File: config.mk
export PLATFORM = sky130hd
export DESIGN_NAME = button_decode
export DESIGN_NICKNAME = d
export VERILOG_FILES = /design/src/rtl/button_decode.sv
export SDC_FILE = /design/constraint.sdc
export NUM_CORES = 1
export LEC_CHECK = 0
export CORE_ASPECT_RATIO = 1.2
export CORE_UTILIZATION = 56
export DETAILED_ROUTE_END_ITERATION = 7
export PLACE_DENSITY = 0.87
export SLEW_MARGIN = 20
export SYNTH_ARGS = -nofsm -noshare
export SYNTH_HDL_FRONTEND = slang
export SYNTH_SLANG_ARGS = --single-unit
File: constraint.sdc
create_clock -name clock -period 2.4 [get_ports clock]
set_input_delay 0.48 -clock clock [delete_from_list [all_inputs] [get_ports clock]]
set_output_delay 0.48 -clock clock [all_outputs]
set_load 0.01 [all_outputs]
File: src/rtl/button_decode.sv
// button_decode: front-panel pushbutton decoder.
// Synchronises and debounces an active-low mechanical button, then classifies
// each gesture as a short, double or long press, reported as one-clock pulses.
module button_decode #(
    parameter int clock_speed = 25000000,
    parameter int DEBOUNCE    = clock_speed / 100,
    parameter int LONG        = clock_speed,
    parameter int GAP         = (clock_speed / 10) * 3
) (
    input  logic clock,
    input  logic reset_n,
    input  logic button_n,
    output logic pressed,
    output logic short_press,
    output logic double_press,
    output logic long_press
);

    typedef enum logic [1:0] {
        IDLE  = 2'd0,
        DOWN1 = 2'd1,
        UP1   = 2'd2,
        HOLD  = 2'd3
    } state_t;

    logic        sync1;
    logic        sync2;
    logic        db_state;      // debounced level, 1 = released
    logic [31:0] db_count;

    state_t      state;
    state_t      state_nxt;
    logic [31:0] timer;
    logic [31:0] timer_nxt;
    logic        short_nxt;
    logic        double_nxt;
    logic        long_nxt;

    // Two-flop synchroniser for the asynchronous pin; idles released.
    always_ff @(posedge clock or negedge reset_n) begin
        if (!reset_n) begin
            sync1 <= 1'b1;
            sync2 <= 1'b1;
        end else begin
            sync1 <= button_n;
            sync2 <= sync1;
        end
    end

    // Debouncer: DEBOUNCE consecutive disagreeing samples toggle the level;
    // the registered pressed output adds one cycle so the rise lands
    // DEBOUNCE+2 edges after the first low sample.
    always_ff @(posedge clock or negedge reset_n) begin
        if (!reset_n) begin
            db_state <= 1'b1;
            db_count <= '0;
            pressed  <= 1'b0;
        end else begin
            if (sync2 != db_state) begin
                if (db_count == 32'(DEBOUNCE - 1)) begin
                    db_state <= ~db_state;
                    db_count <= '0;
                end else begin
                    db_count <= db_count + 32'd1;
                end
            end else begin
                db_count <= '0;
            end
            pressed <= ~db_state;
        end
    end

    // Gesture state, shared event timer and registered event pulses.
    always_ff @(posedge clock or negedge reset_n) begin
        if (!reset_n) begin
            state        <= IDLE;
            timer        <= '0;
            short_press  <= 1'b0;
            double_press <= 1'b0;
            long_press   <= 1'b0;
        end else begin
            state        <= state_nxt;
            timer        <= timer_nxt;
            short_press  <= short_nxt;
            double_press <= double_nxt;
            long_press   <= long_nxt;
        end
    end

    // Next-state logic. DOWN1 is entered one cycle after pressed rises, so
    // reaching LONG from the rise means the timer has counted LONG-2; UP1 is
    // entered one cycle after the fall and short fires GAP+1 after it, i.e.
    // at timer GAP-1. Level changes take priority over timer expiry.
    always_comb begin
        state_nxt = state;
        case (state)
            IDLE: begin
                if (pressed) state_nxt = DOWN1;
            end
            DOWN1: begin
                if (!pressed)                        state_nxt = UP1;
                else if (timer == 32'(LONG - 2))     state_nxt = HOLD;
            end
            UP1: begin
                if (pressed)                         state_nxt = HOLD;
                else if (timer == 32'(GAP - 1))      state_nxt = IDLE;
            end
            HOLD: begin
                if (!pressed) state_nxt = IDLE;
            end
            default: state_nxt = IDLE;
        endcase

        // Timer restarts on every state entry and only runs in timed states.
        timer_nxt = '0;
        if (state_nxt == state && (state == DOWN1 || state == UP1))
            timer_nxt = timer + 32'd1;
    end

    // Event decode: each pulse is tied to exactly one exclusive transition.
    always_comb begin
        short_nxt  = 1'b0;
        double_nxt = 1'b0;
        long_nxt   = 1'b0;
        case (state)
            DOWN1: long_nxt = pressed && (timer == 32'(LONG - 2));
            UP1: begin
                double_nxt = pressed;
                short_nxt  = !pressed && (timer == 32'(GAP - 1));
            end
            default: ;
        endcase
    end

endmodule
## Word-level counts from Yosys, hierarchy flattened

Cells that the tools add are included.

| operators by class | value |
|---|---|
| equality and inequality tests | 8 |
| add/subtract/negate cells | 2 |
| bitwise gates (word level) | 1 |
| reductions and logical operators | 7 |
| mux-type cells | 13 |

Operators by type and width:

| kind | count |
|---|---|
| 2-to-1 mux 32 bit | 3 |
| adder 32 x 1 -> 32 bit (second input constant) | 2 |
| equality test 32 x 18 -> 1 bit (second input constant) | 1 |
| equality test 32 x 23 -> 1 bit (second input constant) | 1 |
| equality test 32 x 25 -> 1 bit (second input constant) | 1 |
| 2-to-1 mux 2 bit | 6 |
| case mux 2 bit (4 select lines) | 1 |
| equality test 2 bit (second input constant) | 2 |
| logical AND 1 bit | 3 |
| 2-to-1 mux 1 bit | 3 |
| equality test 2 x 1 -> 1 bit (second input constant) | 1 |
| equality test 2 bit | 1 |
| zero test 2 bit | 1 |
| AND reduction 2 bit | 1 |
| zero test 1 bit | 1 |
| logical OR 1 bit | 1 |
| inequality test 1 bit | 1 |
| NOT 1 bit | 1 |

| storage, ports and cells | value |
|---|---|
| word-level logic and storage cells | 41 |
| register bits | 73 |
| output and inout port bits | 4 |
| bits of input ports | 3 |

## Depth between registers and ports, before layout

| depth | value |
|---|---|
| depth in word-level cells | 7 |
| depth in mapped cells | 9 |
| gate-level depth less buffers | 8 |

## Least setup slack after synthesis

Ideal clock, no wire load.

| path | value |
|---|---|
| path type | register to register |
| from | reg pressed |
| to | reg timer[30] |
| slack | -6 ps |
| setup time | 123 ps |
| clock period less this slack | 2406 ps |
| required time | 2277 ps |
| path buffers | 1 |
| cell stages (with the launch flop) | 8 |
| arrival time | 2283 ps |
| path through | dfrtp_1 or4_1 or4_4 nor3_2 nor4bb_1 a221oi_4 buf_6 nor3_2 |

| on the way | value |
|---|---|
| word-level cells in the longest chain between the ends | 5 |
| elaborated cells between the ends (all ways) | 8 |
| classes of those cells | eq/ne: 1; mux: 6; reduce/logical: 1 |

RTL lines:

| item | line | source |
|---|---|---|
| start, declared | 13 | `output logic pressed,` |
| start signal, assigned | 69 | `pressed <= ~db_state;` |
| 2-to-1 mux 2 bit, on equally long branches | n/a |  |
| case mux 2 bit (4 select lines) (*) | 96 | `case (state)` |
| equality test 2 bit (*) | 116 | `if (state_nxt == state && (state == DOWN1 \|\| state == UP1))` |
| logical AND 1 bit (*) | 116 |  |
| 2-to-1 mux 32 bit (*) | 116 |  |
| via timer_nxt[30] | 34 | `logic [31:0] timer_nxt;` |
| end signal, assigned | 83 | `timer <= timer_nxt;` |
| end, declared | 33 | `logic [31:0] timer;` |

The timed path passes the listed nets; every way through them passes the cells marked *.
A chain may end at the register's enable or synchronous reset.

## Worst setup path in the final report

| path | value |
|---|---|
| from | reg pressed |
| to | reg timer[31] |

Same word-level chain as after synthesis.

==> metrics.md <==
| Metric | Value |
|---|---|
| Number of remaining DRC errors | `0` |
| Yosys warns | `0` |
| Post-DP HPWL | `around 5.5 mm` |
| Final worst slack | `-96.5 ps` |
| Cts hold-fix bufs | `0` |
| Vias/cell | `5.64` |
| VDD IR max | `approximately 0.42 mV` |
| DR WL/cell | `between 15 and 20 um` |
| Final wirelength | `7.95 mm` |
| Mean Syn Cell Area | `10.2 um2` |
| Register area share after synthesis | `0.463` |
| RSZ-0062 raised after global routing | `yes` |
| Final nets | `between 400 and 500` |
| Rel. slew slack | `0.652` |
| Setup CP Type | `register to register` |
| Pin count of the biggest net entering global routing | `74` |
| Top cells by count, synth | `dfrtp_1, nor2_1, nor3_2` |
| Worst path max stage delay | `570 ps` |
| Most used DFF post-synth | `dfrtp_1` |
| CP Capture Type | `register` |
| Clock latency on the worst-skew pair | `roughly 350 ps` |
| Critical Path RT | `2640 ps` |
| Count leader, synth | `dfrtp_1` |
| Worst hold-check path type | `primary input to asynchronous set/reset pin` |
| Die height | `~94 um` |
| DR iter-0 viols | `110` |
| Grt total ovfl | `0` |
| Overall routing resource usage | `0.240` |
| CP Capture Point | `timer[31]` |
| Number of synthesized flops with an enable pin | `0` |
| Register bit count reported by yosys | `73` |
| Synth top area cells | `dfrtp_1, nor3_2, xnor2_1` |
| Final setup violation count | `32` |
| Reg2Reg Setup Slack | `-100 ps` |
| CTS tree | `yes` |
| Core area | `around 0.007 mm2` |
| Crit-path max FO | `32` |
| Post-Place Cell Area | `~0.0044 mm2` |
| Period minus WS final | `2500 ps` |
| Clock tree buffer depth | `2` |
| Violations in the final reports | `negative setup slack` |
| Synth top area share | `0.443` |
| CP max stage cell | `or4_4` |
| Clk slew on worst S/H paths | `around 80 ps` |
| Inserted Diodes | `0` |
| Cts bufs inserted | `9` |
| Synth Cell Area | `slightly below 0.004 mm2` |
| Post-CTS setup buffers | `0` |
| Worst Tran Pin Value | `518 ps` |
| Final Hold Fails | `0` |
| Initial antenna violation count | `0` |
| Die width | `slightly below 80 um` |
| Clk sink count | `73` |
| Fin crit share | `1.04` |
| CP arrival | `approximately 2700 ps` |
| Vias | `2933` |
| Clock skew | `9.10 ps` |
| Placer Congestion | `0.821` |
| Fin Hold WS | `approximately 140 ps` |
| Drt first pass iters | `7` |
| Slew Limit Fails | `0` |
| Synth-to-Final Area Change | `15.3%` |
| Vias in the first global route | `about 3000` |
| Design Area, Final | `around 0.0046 mm2` |
| R2R cell count | `7` |
| Synth cell types | `between 40 and 50` |
| First-pass GRT wire length | `around 14 mm` |
| P per Cell Area | `about 470 mW/mm2` |
| Worst R2R Start | `pressed` |
| Mapped Nets | `about 400` |
| Fmax | `~400 MHz` |
| Max_cap viols | `0` |
| Largest area contributor in the netlist | `dfrtp_1` |
| Worst Setup SP | `pressed` |
| CTS root buf | `clkbuf_8` |
| Final ANT Viol Nets | `0` |
| Run status | `complete, but fails checks` |
| Leak pwr | `2.01 nW` |
| Async S/R FF share, synth | `1.00` |
| Port bufs | `6` |
| Fraction of layout cells with a size suffix above 1 | `0.224` |
| Num rows | `33` |
| Worst setup SP type | `register` |
| Die ar. | `~0.0074 mm2` |
| Initial Utilization | `0.581` |
| Depth of the CTS H-tree | `3` |
| Crit path cell chain | `or4_1 -> or4_4 -> nor3_4 -> nor4bb_1 -> a221oi_4 -> buf_12 -> nor3_1` |
| CTS resizes | `0` |
| R2R Path End | `timer[31]` |
| Fillers | `approximately 500` |
| Mapped Cells | `approximately 390` |
| I/O Pins | `7` |
==> through the flow <==
step	cells	setup TNS [ps]	total power, mW	setup slack [ps]	util
CTS	520	-1970	2.17	-74.4	0.669
floorplan	386	0	1.28	8.33	-
detailed placement	504	-1900	1.32	-76.4	0.644
global route	520	-4940	2.22	-184	0.669
finish	520	-2300	2.15	-96.5	0.669
global placement	504	-342	1.32	-24.5	0.644
==> cells in the final DEF, fill, tap and decap left out, drive strengths merged, types with 5 or more instances in the layout <==
cell type | netlist | final
inv | 14 | 14
nor2 | 41 | 41
xor2 | 30 | 30
clkbuf | 6 | 11
buf | 6 | 38
nand3 | 26 | 26
nand4 | 12 | 12
nand2 | 27 | 27
clkdlybuf4s50 | 0 | 5
nor3 | 44 | 44
dfrtp | 70 | 70
and3 | 8 | 8
xnor2 | 30 | 30
nor4 | 12 | 12
ha | 7 | 7
==> logic make-up after synthesis <==
family          synth area share
compound gates            0.0364
simple gates               0.310
buf+inv                   0.0361
fa+ha+maj                 0.0221
xor+xnor                   0.133
flops                      0.463
==> where the power goes <==
part	total (mW)	leakage, nW	internal [mW]	switching [mW]
registers	1.24	0.973	1.24	0.00491
logic	0.0504	0.944	0.0141	0.0363
clock network	0.856	0.0891	0.400	0.456
total	2.15	2.01	1.65	0.497
==> how the worst min path moves through the flow <==
stage,from,end,slack [ps],cells after the start
after floorplan,reset_n,db_count[0],180,0
after global placement,sync1,sync2,350,0
after detailed placement,sync1,sync2,350,0
after CTS,reset_n,timer[20],170,2
after global routing,reset_n,timer[31],190,2
final,reset_n,short_press,140,2
==> sequential cells by signal, summed over array words and instances (netlist names) <==
signal        cells
db_count         32
state             2
double_press      1
sync2             1
long_press        1
short_press       1
db_state          1
pressed           1
sync1             1
timer            32
==> cell type report <==
cell class                      instances  area, um2  area share
Multi-Input combinational cell        287       2000       0.439
Sequential cell                        73       1830       0.401
Timing Repair Buffer                   43        395      0.0867
Clock buffer                           11        141      0.0310
Tap cell                               87        109      0.0239
Inverter                               14       52.6      0.0115
Clock inverter                          5       31.3     0.00686
==> routing by layer <==
| metal | track usage | wire (um) |
|---|---|---|
| met2 | 0.422 | 4200 |
| met3 | 0.0427 | 229 |
| met5 | 0 | 0 |
| met1 | 0.271 | 3270 |
| met4 | 0.134 | 250 |
==> worst max-delay path: cells and delay by family (launching register included) <==
kind	cells	cell delay [ps]
flops	1	400
simple gates	5	1460
compound gates	1	240
buf+inv	1	260
(Power assumes the default switching activity.)
